<file path="src/rtl/sram_port_arbiter_if.sv">
// Request/grant/return bundle between the three SRAM requesters, the arbiter and the SRAM macro.
// slave = arbiter side; master = requesters plus SRAM macro.
interface sram_port_arbiter_if #(
    parameter int unsigned ADDR_WIDTH = 15,
    parameter int unsigned DATA_WIDTH = 32
);
    logic                  h_req;
    logic                  h_we;
    logic [ADDR_WIDTH-1:0] h_addr;
    logic [DATA_WIDTH-1:0] h_wdata;
    logic                  h_gnt;
    logic                  d_req;
    logic                  d_we;
    logic [ADDR_WIDTH-1:0] d_addr;
    logic [DATA_WIDTH-1:0] d_wdata;
    logic                  d_gnt;
    logic                  f_req;
    logic [ADDR_WIDTH-1:0] f_addr;
    logic                  f_gnt;
    logic [DATA_WIDTH-1:0] rdata;
    logic                  h_rvalid;
    logic                  d_rvalid;
    logic                  f_rvalid;
    logic                  core_hold;
    logic                  sram_en;
    logic                  sram_we;
    logic [ADDR_WIDTH-1:0] sram_addr;
    logic [DATA_WIDTH-1:0] sram_wdata;
    logic [DATA_WIDTH-1:0] sram_rdata;

    modport slave (
        input  h_req, h_we, h_addr, h_wdata, d_req, d_we, d_addr, d_wdata,
        input  f_req, f_addr, sram_rdata,
        output h_gnt, d_gnt, f_gnt, rdata, h_rvalid, d_rvalid, f_rvalid,
        output core_hold, sram_en, sram_we, sram_addr, sram_wdata
    );

    modport master (
        output h_req, h_we, h_addr, h_wdata, d_req, d_we, d_addr, d_wdata,
        output f_req, f_addr, sram_rdata,
        input  h_gnt, d_gnt, f_gnt, rdata, h_rvalid, d_rvalid, f_rvalid,
        input  core_hold, sram_en, sram_we, sram_addr, sram_wdata
    );
endinterface

</file>
<file path="src/rtl/sram_port_arbiter.sv">
// Single-port SRAM arbiter: host session FSM (stalls core), data-over-fetch priority, read-return routing.
// Optional fetch anti-starvation: define SRAM_ARB_FAIRNESS_EN.
module sram_port_arbiter #(
    parameter int unsigned ADDR_WIDTH   = 15,
    parameter int unsigned DATA_WIDTH   = 32,
    parameter int unsigned STARVE_LIMIT = 4
) (
    input logic                clk,
    input logic                reset,
    sram_port_arbiter_if.slave bus
);
    typedef enum logic {ST_RUN, ST_HOST} state_e;
    typedef enum logic [1:0] {OWN_NONE, OWN_HOST, OWN_DATA, OWN_FETCH} owner_e;

    if (STARVE_LIMIT < 1 || STARVE_LIMIT > 15) begin : g_bad_limit
        $error("STARVE_LIMIT must be in 1..15");
    end

    state_e     state_q, state_d;
    owner_e     owner_q, owner_d;
    logic [1:0] idle_q, idle_d;
    logic       core_hold_q, core_hold_d;
    logic       h_gnt, d_gnt, f_gnt;
    logic       fetch_force;

`ifdef SRAM_ARB_FAIRNESS_EN
    logic [3:0] starve_q, starve_d;

    assign fetch_force = (starve_q == 4'(STARVE_LIMIT));

    always_comb begin
        starve_d = starve_q;
        if (!bus.f_req || f_gnt) begin
            starve_d = '0;
        end else if (state_q == ST_RUN && starve_q != '1) begin
            starve_d = starve_q + 4'd1;
        end
    end

    always_ff @(posedge clk) begin
        if (reset) starve_q <= '0;
        else       starve_q <= starve_d;
    end
`else
    assign fetch_force = 1'b0;
`endif

    // Grants are suppressed while reset is high so nothing reaches the SRAM during reset.
    always_comb begin
        h_gnt = 1'b0;
        d_gnt = 1'b0;
        f_gnt = 1'b0;
        if (!reset) begin
            case (state_q)
                ST_RUN: begin
                    d_gnt = bus.d_req && !(fetch_force && bus.f_req);
                    f_gnt = bus.f_req && (!bus.d_req || fetch_force);
                end
                ST_HOST: h_gnt = bus.h_req;
                default: ;
            endcase
        end
    end

    always_comb begin
        state_d = state_q;
        idle_d  = idle_q;
        case (state_q)
            ST_RUN: begin
                idle_d = '0;
                if (bus.h_req) state_d = ST_HOST;
            end
            ST_HOST: begin
                if (bus.h_req) begin
                    idle_d = '0;
                end else if (idle_q == 2'd1) begin
                    idle_d  = '0;
                    state_d = ST_RUN;
                end else begin
                    idle_d = idle_q + 2'd1;
                end
            end
            default: state_d = ST_RUN;
        endcase
        core_hold_d = (state_d == ST_HOST);
    end

    always_comb begin
        owner_d = OWN_NONE;
        if (h_gnt && !bus.h_we)      owner_d = OWN_HOST;
        else if (d_gnt && !bus.d_we) owner_d = OWN_DATA;
        else if (f_gnt)              owner_d = OWN_FETCH;
    end

    always_ff @(posedge clk) begin
        if (reset) begin
            state_q     <= ST_RUN;
            owner_q     <= OWN_NONE;
            idle_q      <= '0;
            core_hold_q <= 1'b0;
        end else begin
            state_q     <= state_d;
            owner_q     <= owner_d;
            idle_q      <= idle_d;
            core_hold_q <= core_hold_d;
        end
    end

    // Winner mux; fetch is read-only so it never drives we or wdata.
    always_comb begin
        bus.sram_we    = 1'b0;
        bus.sram_addr  = '0;
        bus.sram_wdata = '0;
        if (h_gnt) begin
            bus.sram_we    = bus.h_we;
            bus.sram_addr  = bus.h_addr;
            bus.sram_wdata = bus.h_wdata;
        end else if (d_gnt) begin
            bus.sram_we    = bus.d_we;
            bus.sram_addr  = bus.d_addr;
            bus.sram_wdata = bus.d_wdata;
        end else if (f_gnt) begin
            bus.sram_addr  = bus.f_addr;
        end
    end

    assign bus.sram_en   = h_gnt | d_gnt | f_gnt;
    assign bus.h_gnt     = h_gnt;
    assign bus.d_gnt     = d_gnt;
    assign bus.f_gnt     = f_gnt;
    assign bus.core_hold = core_hold_q;
    assign bus.rdata     = bus.sram_rdata;
    assign bus.h_rvalid  = !reset && (owner_q == OWN_HOST);
    assign bus.d_rvalid  = !reset && (owner_q == OWN_DATA);
    assign bus.f_rvalid  = !reset && (owner_q == OWN_FETCH);
endmodule

</file>
<file path="src/flat_wrapper.sv">
// flat-port wrapper written by rule: the top's interface ports become plain ports
module sram_port_arbiter_flat 
#(
    parameter int unsigned ADDR_WIDTH   = 15,
    parameter int unsigned DATA_WIDTH   = 32,
    parameter int unsigned STARVE_LIMIT = 4
)
  (clk, reset, bus_h_req, bus_h_we, bus_h_addr, bus_h_wdata, bus_d_req, bus_d_we, bus_d_addr, bus_d_wdata, bus_f_req, bus_f_addr, bus_sram_rdata, bus_h_gnt, bus_d_gnt, bus_f_gnt, bus_rdata, bus_h_rvalid, bus_d_rvalid, bus_f_rvalid, bus_core_hold, bus_sram_en, bus_sram_we, bus_sram_addr, bus_sram_wdata);
  sram_port_arbiter_if #(.ADDR_WIDTH(ADDR_WIDTH), .DATA_WIDTH(DATA_WIDTH)) bus_i ();
  input logic clk;
  input logic reset;
  input wire logic [$bits(bus_i.h_req)-1:0] bus_h_req;
  input wire logic [$bits(bus_i.h_we)-1:0] bus_h_we;
  input wire logic [$bits(bus_i.h_addr)-1:0] bus_h_addr;
  input wire logic [$bits(bus_i.h_wdata)-1:0] bus_h_wdata;
  input wire logic [$bits(bus_i.d_req)-1:0] bus_d_req;
  input wire logic [$bits(bus_i.d_we)-1:0] bus_d_we;
  input wire logic [$bits(bus_i.d_addr)-1:0] bus_d_addr;
  input wire logic [$bits(bus_i.d_wdata)-1:0] bus_d_wdata;
  input wire logic [$bits(bus_i.f_req)-1:0] bus_f_req;
  input wire logic [$bits(bus_i.f_addr)-1:0] bus_f_addr;
  input wire logic [$bits(bus_i.sram_rdata)-1:0] bus_sram_rdata;
  output wire logic [$bits(bus_i.h_gnt)-1:0] bus_h_gnt;
  output wire logic [$bits(bus_i.d_gnt)-1:0] bus_d_gnt;
  output wire logic [$bits(bus_i.f_gnt)-1:0] bus_f_gnt;
  output wire logic [$bits(bus_i.rdata)-1:0] bus_rdata;
  output wire logic [$bits(bus_i.h_rvalid)-1:0] bus_h_rvalid;
  output wire logic [$bits(bus_i.d_rvalid)-1:0] bus_d_rvalid;
  output wire logic [$bits(bus_i.f_rvalid)-1:0] bus_f_rvalid;
  output wire logic [$bits(bus_i.core_hold)-1:0] bus_core_hold;
  output wire logic [$bits(bus_i.sram_en)-1:0] bus_sram_en;
  output wire logic [$bits(bus_i.sram_we)-1:0] bus_sram_we;
  output wire logic [$bits(bus_i.sram_addr)-1:0] bus_sram_addr;
  output wire logic [$bits(bus_i.sram_wdata)-1:0] bus_sram_wdata;
  assign bus_i.h_req = bus_h_req;
  assign bus_i.h_we = bus_h_we;
  assign bus_i.h_addr = bus_h_addr;
  assign bus_i.h_wdata = bus_h_wdata;
  assign bus_i.d_req = bus_d_req;
  assign bus_i.d_we = bus_d_we;
  assign bus_i.d_addr = bus_d_addr;
  assign bus_i.d_wdata = bus_d_wdata;
  assign bus_i.f_req = bus_f_req;
  assign bus_i.f_addr = bus_f_addr;
  assign bus_i.sram_rdata = bus_sram_rdata;
  assign bus_h_gnt = bus_i.h_gnt;
  assign bus_d_gnt = bus_i.d_gnt;
  assign bus_f_gnt = bus_i.f_gnt;
  assign bus_rdata = bus_i.rdata;
  assign bus_h_rvalid = bus_i.h_rvalid;
  assign bus_d_rvalid = bus_i.d_rvalid;
  assign bus_f_rvalid = bus_i.f_rvalid;
  assign bus_core_hold = bus_i.core_hold;
  assign bus_sram_en = bus_i.sram_en;
  assign bus_sram_we = bus_i.sram_we;
  assign bus_sram_addr = bus_i.sram_addr;
  assign bus_sram_wdata = bus_i.sram_wdata;
  sram_port_arbiter #(.ADDR_WIDTH(ADDR_WIDTH), .DATA_WIDTH(DATA_WIDTH), .STARVE_LIMIT(STARVE_LIMIT)) u_core (.clk(clk), .reset(reset), .bus(bus_i));
endmodule
</file>
<file path="config.mk">
export PLATFORM = sky130hd
export DESIGN_NAME = sram_port_arbiter_flat
export DESIGN_NICKNAME = d
export VERILOG_FILES = /design/src/rtl/sram_port_arbiter_if.sv /design/src/rtl/sram_port_arbiter.sv /design/src/flat_wrapper.sv
export SDC_FILE = /design/constraint.sdc
export NUM_CORES = 1
export LEC_CHECK = 0
export ABC_AREA = 1
export CORE_AREA = 3 3 90 92
export DETAILED_ROUTE_END_ITERATION = 8
export DIE_AREA = 0 0 93 95
export PLACE_DENSITY_LB_ADDON = 0.1
export SLEW_MARGIN = 10
export SYNTH_ARGS = -nofsm -noshare
export SYNTH_HDL_FRONTEND = slang
export SYNTH_SLANG_ARGS = --single-unit
</file>
<file path="constraint.sdc">
create_clock -name clk -period 1.2 [get_ports clk]
set_input_delay 0.24 -clock clk [delete_from_list [all_inputs] [get_ports clk]]
set_output_delay 0.24 -clock clk [all_outputs]
set_load 0.02 [all_outputs]
</file>
---- Word-level counts from Yosys, hierarchy flattened ----
Index checks and enable logic that the tools add are counted.
operators by class
  reductions and logical operators ........ 11
  bitwise logic cells ..................... 3
  add/subtract/negate cells ............... 1
  multiplexer cells ....................... 23
  equality and inequality tests ........... 4
operators by type and width
  kind                 number
  $mux 32              2
  $mux 15              3
  $mux 1               12
  $mux 2               4
  $logic_and 1x1->1    6
  $eq 2x1->1 const B   2
  $eq 2x2->1 const B   2
  $logic_not 1->1      4
  $pmux 2 s2           1
  $add 2x1->2 const B  1
  $or 1x1->1           2
  $pmux 1 s2           1
  $reduce_or 2->1      1
  $not 1->1            1
word-level totals
  input port bits ......................... 148
  output and inout port bits .............. 88
  register bits after elaboration ......... 5
  logic and storage cells ................. 46

---- Longest topological paths before layout ----
  word-level depth ........................ 7
  depth in mapped cells ................... 7
  mapped depth without buffers ............ 5

---- Least setup slack after synthesis ----
OpenSTA, ideal clock, no wires.
  path type ............................... register to output
  from .................................... register u_core.state_q
  to ...................................... output bus_sram_addr[10]
  setup slack ............................. -0.260 ns
  data arrival time ....................... 1.220 ns
  cell stages (with the launch flop) ...... 5
  data required time ...................... 0.960 ns
  path buffers ............................ 2
  cell sequence ........................... dfxtp_1 > buf_4 > clkbuf_1 > nand4_1 > nand3_1
between the ends
  word-level cells in the longest chain between the ends .. 5
  elaborated cells on any way between the ends .. 9
  those cells by class .................... mux (9)
ends and longest elaborated chain
  item                    line                      RTL
  start, declared         sram_port_arbiter.sv:19   state_e state_q, state_d;
  start signal, assigned  sram_port_arbiter.sv:102  state_q <= state_d;
  $mux 1                  sram_port_arbiter.sv:54   case (state_q)
  $mux 1                  sram_port_arbiter.sv:53   if (!reset) begin
  $mux 15                 sram_port_arbiter.sv:122  end else if (f_gnt) begin
  $mux 15                 sram_port_arbiter.sv:118  end else if (d_gnt) begin
  $mux 15 *               sram_port_arbiter.sv:114  if (h_gnt) begin
  end, declared           flat_wrapper.sv:33        output wire logic [$bits(bus_i.sram_addr)-1:0] bus_sram_addr;
Every way passes the cells marked *; elsewhere a longest branch is shown, timed or not.

---- Final worst setup path ----
Ends and elaborated chain as after synthesis.

==> results.json <==
{
  "slowest_stage": "dfxtp_4",
  "cts_buffers": 3,
  "rsz0062_at_grt": "true",
  "rows": 31,
  "die_x_microns": 93,
  "switching_share_pct": 35.1,
  "reg2reg_setup_slack_ps": 230,
  "critPathArrivalTime_ps": 1260,
  "preCtsSetupSlack_ps": -1050,
  "portBuffers": 171,
  "fin_crit_sh_pct": 125,
  "initial_core_util_pct": 17.8,
  "cts_tree": "built",
  "grt_usage_pct": 14.3,
  "yosysTopAreaCell": "nand2_1",
  "place.gp.congestion": 0.747,
  "min_path_type": "register to register",
  "setup_tns_ps": -13520,
  "antenna_found_initial": 0,
  "drt_wl_total_microns": 7120,
  "grt_max_degree": 22,
  "min_path_cells": 1,
  "synth_fp_nets": 389,
  "power.share.clock_pct": 17.4,
  "cp_data_required_time_ps": 960,
  "ant_nets": 0,
  "postLayoutCoreUtil_pct": 47.9,
  "n_antenna_cell": 0,
  "syn_area_sq_um": 1300,
  "slew_violations": 0,
  "layout-drive-gt1-share_pct": 42.5,
  "maxCapViolCount": 0,
  "fill_cells": 760,
  "p_total_mw": 1.76,
  "synth_top_area_share_pct": 29.5,
  "cts.sinks": 5,
  "reg2reg_depth": 5,
  "combPwrFrac_pct": 71.9,
  "min_from": "u_core.idle_q[0]",
  "cpPeakStageDelay_ps": 350,
  "dieArea_sq_um": 8840,
  "crit_path_end_kind": "primary output",
  "vias_per_cell": 4.24,
  "dpl_cell_area_sq_um": 3150,
  "cts.hold.buffers_added": 0,
  "clock_latency_ps": 220,
  "cts-htree-levels": 1,
  "ys_ff_latch": 5,
  "nets": 545,
  "dieHeight_microns": 95,
  "synth.avg_cell_area_sq_um": 5.40,
  "crit_buf_inv": 3,
  "path_clk_slew_ps": 30,
  "cp_top_family": "buffers and inverters",
  "yosys-top-cells-area": "nand2_1 (30%), buf_4 (21%), nand3_1 (18%), dfxtp_1 (7.7%), nand4_1 (7.2%)",
  "synthCells": 240,
  "crit_top_cell": "buf_6",
  "first_pass_iters": 4,
  "violations": "setup timing",
  "cts_root_buf": "clkbuf_8",
  "p_leak_nw": 1.61,
  "crit_fanout": 8,
  "r2r-start": "u_core.state_q",
  "path_cells": "nor2_4, buf_6, buf_6, nand3_1, nand3_2, buf_6",
  "ys_warn_count": 0,
  "startpoint_type": "register",
  "gr-total-overflow": 0,
  "switching_power_mw": 0.617,
  "fin_crit_ps": 1500,
  "finalInstanceArea_sq_um": 3490,
  "clock_path_buffers": 2,
  "yosysSeqAreaShare_pct": 7.72,
  "vdd.ir_drop.worst_mv": 0.244,
  "outcome": "finished with violations",
  "drt_iter0_markers": 35,
  "grt_first_pass_wirelength_microns": 10200,
  "setup_violations": 53,
  "ys_types": 19,
  "critPathKind": "register to primary output",
  "setup_ws_ps": -302,
  "max_slew_margin_pct": 86.3,
  "dp_hpwl_microns": 5720,
  "fmax_ghz": 0.666,
  "ios": 236,
  "hold_violations": 0,
  "p_per_area_nw_per_um2": 503,
  "area_growth_pct": 169,
  "p_int_mw": 1.14,
  "core_sq_um": 7290,
  "dr_total_vias": 2093,
  "drcViolationCount": 0,
  "tightestPinTransition_ps": 206,
  "timing.rr.end": "u_core.owner_q[1]",
  "wire_per_inst_microns": 14.4,
  "min_to": "u_core.idle_q[0]",
  "fin_worst_skew_ps": 0.988,
  "grt_pass1_vias": 2076,
  "seq_power_share_pct": 10.6
}
-- registers in the layout (all words and copies together) (netlist names) --
name            cells
u_core.idle_q       2
u_core.state_q      1
u_core.owner_q      2
-- Yosys cell counts (all sizes together) --
cell and number:
ha 1, nor2 5, clkbuf 2, nor3 3
nand3 48, inv 8, o21ai 3, dfxtp 5
buf 47, nand4 15, nand2 103
-- worst max path at each step --
stage                        start            endpoint  cells past startpoint
floorplan           u_core.state_q  bus_sram_wdata[22]                      7
global placement         bus_d_req         bus_sram_we                      7
detailed placement           reset         bus_sram_we                      8
CTS                 u_core.state_q  bus_sram_wdata[15]                      7
global route        u_core.state_q   bus_sram_addr[10]                      6
finish              u_core.state_q   bus_sram_addr[10]                      6
-- logic make-up (layout without fill, tap and decap cells) --
family                     Yosys count  count (layout)  share of synthesized area, %
adders and majority gates            1               1                         0.965
AOI/OAI and AO/OA                    3               3                          1.16
DFF                                  5               5                          7.72
buffers and inverters               57             212                          30.2
and+or+nand+nor                    174             174                          59.9
-- what timing repair did --
item	CTS	global route
setup endpoints to repair	58	56
gates resized for setup	352	22
gates cloned	1	3
hold endpoints to repair	0	0
pin swaps	2	8
buffers inserted	5	0
-- stage by stage --
stage | cells | hold WS, ps
2_1_floorplan | 240 | 352
3_3_place_gp | 481 | 406
3_5_place_dp | 481 | 416
4_1_cts | 491 | 420
5_1_grt | 494 | 437
6_report | 494 | 421
-- placed cells by master (no fill, tap or decap), drive strengths merged --
cell type      netlist  layout
clkbuf               2       6
o21ai                3       3
clkdlybuf4s15        0       2
dlygate4sd2          0       2
nand3               48      48
clkinv               0       2
nor2                 5       5
dfxtp                5       5
inv                  8       6
nor3                 3       3
nand4               15      15
buf                 47      83
clkdlybuf4s50        0     111
nand2              103     103
ha                   1       1
-- power groups by stage --
stage	Clock [mW]	Sequential, mW	Combinational [mW]
floorplan	0	0.188	0.589
global placement	0	0.187	1.15
detailed placement	0	0.187	1.15
CTS	0.314	0.187	1.22
global route	0.322	0.189	1.35
finish	0.306	0.187	1.26
-- layout make-up --
class                   count  area [sq um]  share of cell area, %
clock buffers               4          45.0                   1.29
inverters                   8          40.0                   1.15
multi-input cells         178          1060                   30.4
flip-flops and latches      5           106                   3.05
well taps                  99           124                   3.55
repair buffers            200          2120                   60.6
-- layer usage --
layer | wire [microns] | global-route usage (%)
met1 | 2390 | 15.2
met3 | 705 | 4.22
met4 | 150 | 4.64
met5 | 0 | 0
met2 | 3870 | 26.8
Note: power is estimated with default switching activity, not from simulation.
